**src/rtl/countdown_ctrl.sv**
```systemverilog
// countdown_ctrl
//   Programmable countdown timer. It captures a start value, then decrements
//   once per prescaled tick. It supports pause/resume, abort and optional
//   auto-reload. Each terminal tick produces a one-cycle done pulse.
//
// Parameters
//   WIDTH     : bit width of the count and load value
//   PRESCALE  : clock cycles per decrement (1..255)
//
// Ports
//   clock       in   system clock, rising edge
//   reset_n     in   asynchronous reset, active-low
//   load_val    in   start value, captured when start is accepted in IDLE
//   start       in   start request (IDLE only)
//   pause       in   level-sensitive freeze request
//   abort       in   cancel, highest priority
//   auto_reload in   sampled on each terminal tick; 1 = restart from captured value
//   count       out  current counter value
//   busy        out  high in RUN or HOLD
//   paused      out  high in HOLD
//   done        out  one-cycle pulse on each terminal tick
module countdown_ctrl #(
  parameter int WIDTH    = 4,
  parameter int PRESCALE = 1
) (
  input  logic             clock,
  input  logic             reset_n,
  input  logic [WIDTH-1:0] load_val,
  input  logic             start,
  input  logic             pause,
  input  logic             abort,
  input  logic             auto_reload,
  output logic [WIDTH-1:0] count,
  output logic             busy,
  output logic             paused,
  output logic             done
);

  localparam logic [1:0] IDLE = 2'd0;
  localparam logic [1:0] RUN  = 2'd1;
  localparam logic [1:0] HOLD = 2'd2;

  // The prescaler counts down from PRESCALE-1; a tick is due when it hits 0.
  localparam logic [7:0] PRE_MAX = 8'(PRESCALE - 1);

  logic [1:0]       state_reg,  state_next;
  logic [WIDTH-1:0] count_reg,  count_next;
  logic [WIDTH-1:0] reload_reg, reload_next;
  logic [7:0]       presc_reg,  presc_next;
  logic             busy_reg,   busy_next;
  logic             paused_reg, paused_next;
  logic             done_reg,   done_next;

  always_comb begin
    state_next  = state_reg;
    count_next  = count_reg;
    reload_next = reload_reg;
    presc_next  = presc_reg;
    done_next   = 1'b0;

    case (state_reg)
      IDLE: begin
        // Abort in IDLE has no effect but still swallows a coincident start.
        if (!abort && start) begin
          if (load_val != '0) begin
            count_next  = load_val;
            reload_next = load_val;
            presc_next  = PRE_MAX;
            state_next  = RUN;
          end else begin
            // A zero load finishes immediately without ever going busy.
            done_next = 1'b1;
          end
        end
      end

      RUN: begin
        if (abort) begin
          state_next = IDLE;
          count_next = '0;
          presc_next = '0;
        end else if (pause) begin
          // Freeze everything, including a tick that would be due now.
          state_next = HOLD;
        end else if (presc_reg == 8'd0) begin
          presc_next = PRE_MAX;
          if (count_reg == WIDTH'(1)) begin
            done_next = 1'b1;
            if (auto_reload) begin
              count_next = reload_reg;
            end else begin
              count_next = '0;
              state_next = IDLE;
            end
          end else if (count_reg > WIDTH'(1)) begin
            count_next = count_reg - WIDTH'(1);
          end
        end else begin
          presc_next = presc_reg - 8'd1;
        end
      end

      HOLD: begin
        if (abort) begin
          state_next = IDLE;
          count_next = '0;
          presc_next = '0;
        end else if (!pause) begin
          // Resume cycle: back to RUN, no decrement, prescaler untouched.
          state_next = RUN;
        end
      end

      default: begin
        state_next = IDLE;
        count_next = '0;
        presc_next = '0;
      end
    endcase

    busy_next   = (state_next != IDLE);
    paused_next = (state_next == HOLD);
  end

  always_ff @(posedge clock or negedge reset_n) begin
    if (!reset_n) begin
      state_reg  <= IDLE;
      count_reg  <= '0;
      reload_reg <= '0;
      presc_reg  <= '0;
      busy_reg   <= 1'b0;
      paused_reg <= 1'b0;
      done_reg   <= 1'b0;
    end else begin
      state_reg  <= state_next;
      count_reg  <= count_next;
      reload_reg <= reload_next;
      presc_reg  <= presc_next;
      busy_reg   <= busy_next;
      paused_reg <= paused_next;
      done_reg   <= done_next;
    end
  end

  assign count  = count_reg;
  assign busy   = busy_reg;
  assign paused = paused_reg;
  assign done   = done_reg;

endmodule

```
**config.mk**
```make
export PLATFORM = sky130hd
export DESIGN_NAME = countdown_ctrl
export DESIGN_NICKNAME = d
export VERILOG_FILES = /design/src/rtl/countdown_ctrl.sv
export SDC_FILE = /design/constraint.sdc
export NUM_CORES = 1
export LEC_CHECK = 0
export BUFFER_PORTS_ARGS = -buffer_cell sky130_fd_sc_hd__clkbuf_2
export CAP_MARGIN = 10
export CORE_AREA = 5 5 55 57
export DETAILED_ROUTE_END_ITERATION = 12
export DIE_AREA = 0 0 60 62
export MAX_ROUTING_LAYER = met4
export PLACE_DENSITY_LB_ADDON = 0.05
export SETUP_SLACK_MARGIN = 0.5
export SYNTH_ARGS = -nofsm -noshare
export SYNTH_HDL_FRONTEND = slang
export SYNTH_SLANG_ARGS = --single-unit
```
**constraint.sdc**
```tcl
create_clock -name clock -period 2.6 [get_ports clock]
set_input_delay 0.39 -clock clock [delete_from_list [all_inputs] [get_ports clock]]
set_output_delay 0.39 -clock clock [all_outputs]
set_load 0.01 [all_outputs]
```
After elaboration in Yosys (flattened, before gate mapping):

Index checks and enable logic that the tools add are counted.

* output and inout port bits: 7
* flip-flop bits (word level): 21
* word-level logic and storage cells: 63
* input bits: 10

* reduce and logical (&&, ||, !) cells: 9
* $add $sub $neg: 2
* multiplexer cells: 34
* equal/unequal tests: 10
* magnitude comparators: 1

Operator list (number)
* two-way mux 8 bit: 6
* two-way mux 4 bit: 9
* one-hot mux 8 bit (3 select lines): 1
* two-way mux 2 bit: 9
* one-hot mux 4 bit (3 select lines): 1
* zero test 8 bit: 1
* subtractor 8 x 1 -> 8 bit, second input constant: 1
* two-way mux 1 bit: 6
* != test 2 bit, second input constant: 3
* != test 3 bit, second input constant: 2
* one-hot mux 2 bit (3 select lines): 1
* AND reduction 6 bit: 1
* == test 2 bit, second input constant: 2
* == test 4 x 1 -> 1 bit, second input constant: 1
* greater-than comparator 4 x 1 -> 1 bit, second input constant: 1
* != test 4 bit, second input constant: 1
* AND reduction 4 bit: 1
* nonzero test 4 bit: 1
* subtractor 4 x 1 -> 4 bit, second input constant: 1
* AND reduction 3 bit: 1
* == test 2 x 1 -> 1 bit, second input constant: 1
* zero test 2 bit: 1
* one-hot mux 1 bit (2 select lines): 1
* nonzero test 2 bit: 1
* other kinds (2): 2

Logic depth before layout (Yosys ltp):

* word-level depth: 7
* mapped depth: 7
* gate-level depth less buffers: 6

Least setup slack after synthesis:

Ideal clock, no wire load.

* kind: register to register
* from: register presc_reg[0]
* to: register count_reg[3] (netlist: count[3])
* arrival time: 1777 ps
* buffers on the path: 1
* library setup time: 125 ps
* clock period less this slack: 1902 ps
* cell stages (with the launch flop): 8
* required time: 2475 ps
* setup slack: 698 ps
* cells stage by stage: dfrtp_1 inv_1 ha_1 or3b_1 buf_2 o31ai_4 o21ai_2 mux2_4

* longest elaborated chain between the ends: 3

Ends and longest elaborated chain
* from (decl): RTL line 49 `logic [7:0] presc_reg, presc_next;`
* from (signal assigned): RTL line 138 `presc_reg <= presc_next;`
* zero test 8 bit: RTL line 85 `end else if (presc_reg == 8'd0) begin`
* != test 3 bit (no source line)
* AND reduction 6 bit (no source line)
* to (signal assigned): RTL line 136 `count_reg <= count_next;`
* to (decl): RTL line 47 `logic [WIDTH-1:0] count_reg, count_next;`

No other way between the ends.
A chain may end at the register's enable or synchronous reset.

Worst setup path in the final report:

Same ends and word-level chain as after synthesis.

==> impl_metrics.tcl <==
set metrics [dict create \
    outcome "finished clean" \
    synth_ff_type "dfrtp_1" \
    ys_types 52 \
    synth_edf_count 0 \
    r2r-start "presc_reg[0]" \
    grt_util_met1_pct 23.64 \
    critPathLaunchType "flip-flop" \
    synth_top_family_by_area "compound AO/OA/AOI/OAI gates" \
    ys_warn_count 0 \
    nets 154 \
    cts.sinks 21 \
    drtAntennaViolNets 0 \
    stdcell_area_um2 1441 \
    drive_gt1_share_pct 25.00 \
    grt_pass1_vias 966 \
    p_leak_nw 0.6422 \
    synth_most_common_cell "dfrtp_1" \
    synth_cells 123 \
    dieWidth_um 60 \
    grt_pass1_wl_mm 4.616 \
    synth_simple_gate_area_share_pct 21.30 \
    initial_utilization_pct 53.14 \
    dpl_cell_area_um2 1403 \
    drv_slew 0 \
    clkTransAtPathRegs_ns 0.13 \
    grt_util_all_layers_pct 17.15 \
    rsz0062_at_grt "no" \
    ys_seq_area_share_pct 40.66 \
    io_buffers 16 \
    fillerInstances 227 \
    max-clock-path-buffers 2 \
    vias 1048 \
    grt_antenna_before_repair 0 \
    cp-startpoint "presc_reg[0]" \
    tns_ns 0 \
    finalClockSkew_ns 0.005957 \
    critical_path_class "flip-flop to flip-flop" \
    grt_max_degree 22 \
    cts_buffers 3 \
    core_area_um2 2432 \
    synthArstFlopShare_pct 100.0 \
    synthMuxAreaShare_pct 8.616 \
    grtUsageMet2_pct 26.39 \
    hold_viol_final 0 \
    synth_top_area_share_pct 40.66 \
    yosys.area_share.adder_pct 2.904 \
    cp.required_ns 2.81 \
    syn_area_um2 1292 \
    gp_congestion 0.8330 \
    viasPerCell 6.165 \
    clock_latency_ns 0.31 \
    remaining_drc_errors 0 \
    fin_util_pct 59.26 \
    timing.final.crit_period_ns 2.019 \
    power_density_nw_per_um2 812.1 \
    routed_wl_mm 2.772 \
    antenna_cells 0 \
    synth_area_leaders "dfrtp_1, mux2_1, mux2i_1" \
    cts_tree "done" \
    dpl_worst_slack_ns 0.5422 \
    top_usage_layer "met2" \
    arrival_ns 2.23 \
    wl_per_cell_um 16.31 \
    ir_drop_mv 0.5405 \
    ys_ff_latch 21 \
    cp_max_fo 6 \
    relSlewSlack_pct 54.72 \
    timing.rr.end "count[3]" \
    reg2reg_slack_ns 0.58 \
    post-route-period-util_pct 77.67 \
    fmax_ghz 0.4952 \
    setup_viol 0 \
    grt-ovfl-total 0 \
    synthTopCellsByCount "dfrtp_1, nand2_1, nor2_1, nor3b_1" \
    synth_area_per_cell_um2 10.51 \
    max-cap-violations 0 \
    synth_nets 136 \
    synth-xor-area-share_pct 0.6776 \
    fp.dieArea_um2 3720 \
    die_y_um 62 \
    firstDrtPassIters 4 \
    use_met3_pct 3.719 \
    fin_hold_ws_ns 0.03002 \
    hold_path_class "primary input to asynchronous set/reset pin" \
    cts.htree.levels 1 \
    synth-compound-area-share_pct 22.94 \
    row_count 18 \
    area_growth_syn_to_layout_pct 11.52 \
    worst_slew_pin_slew_ns 0.6736 \
    largest_register_ffs 8 \
    r2r_cells 6 \
    cts_root_buf "clkbuf_4" \
    fin_ws_ns 0.5806 \
    post_cts_buffers 0 \
    ioPinCount 17 \
    initialDrtViolationCount 51 \
    dpl.hpwl_mm 2.046 \
    yosysTopAreaCell "dfrtp_1" \
    crit_path_end_kind "flip-flop" \
]
## area by class of cell
| cell class | count | area, um2 | share of cell area (%) |
|---|---|---|---|
| clock buffers | 3 | 22.52 | 1.563 |
| well taps | 30 | 37.54 | 2.604 |
| multi-input cells | 93 | 738.2 | 51.22 |
| clock inverters | 1 | 7.507 | 0.5208 |
| flip-flops and latches | 21 | 525.5 | 36.46 |
| inverters | 4 | 15.01 | 1.042 |
| repair buffers | 18 | 95.09 | 6.597 |
## critical path: stages (launching register included)
cell and delay [ns]:
dfrtp_1 0.42, inv_1 0.10, ha_1 0.21, or3b_4 0.46, o31ai_4 0.26, o21ai_2 0.13, mux2_4 0.33
## power by group
| group | total [mW] | internal, mW | switching, mW | leakage, nW |
|---|---|---|---|---|
| Sequential | 0.481 | 0.393 | 0.0877 | 0.273 |
| Combinational | 0.523 | 0.240 | 0.283 | 0.355 |
| Clock | 0.167 | 0.0586 | 0.108 | 0.0139 |
| Total | 1.17 | 0.692 | 0.478 | 0.642 |
## per-stage QoR
stage                     cells  total power [mW]
after global placement      166            0.9840
after detailed placement    166            0.9927
after CTS                   170             1.159
after global routing        170             1.254
final                       170             1.171
after floorplan             123            0.8561
## metal layers
layer  routed length [um]  share of wire, %
met1                 1335                48
met2                 1252                45
met3                  174               6.3
met4                    9              0.32
met5                    0                 0
## kinds of logic after synthesis
kind of cell	Yosys count
AOI/OAI and AO/OA	36
xor gates and xnor gates	1
adders and majority gates	3
buffers and inverters	9
DFF	21
muxes	10
and+or+nand+nor	43
## cell usage in the layout (no fill, tap or decap), types with 3 or more instances in the layout
cell type / synthesis / layout
a22o_1: 4 / 4
a31oi_1: 3 / 3
clkbuf_2: 0 / 16
clkbuf_4: 0 / 3
dfrtp_1: 21 / 21
ha_1: 3 / 3
inv_1: 4 / 4
mux2_1: 4 / 4
mux2i_1: 4 / 4
nand2_1: 9 / 9
nor2_1: 5 / 5
nor2b_1: 4 / 4
nor3_1: 3 / 3
nor3b_1: 5 / 5
o21ai_0: 3 / 3
o22ai_1: 3 / 3
## how the worst max path moves through the flow
stage | endpoint | slack (ns) | depth (start not counted)
after CTS | count[3] | 0.50 | 6
after floorplan | count[3] | 0.70 | 7
final | count[3] | 0.58 | 6
after global placement | count[3] | 0.55 | 6
after global routing | presc_reg[2] | 0.51 | 4
after detailed placement | count[3] | 0.54 | 6
## what timing repair did
item,CTS,global route
endpoints found under the setup margin,0,4
resized for setup,0,2
hold buffers,0,0
Power figures use the tool's default switching activity.
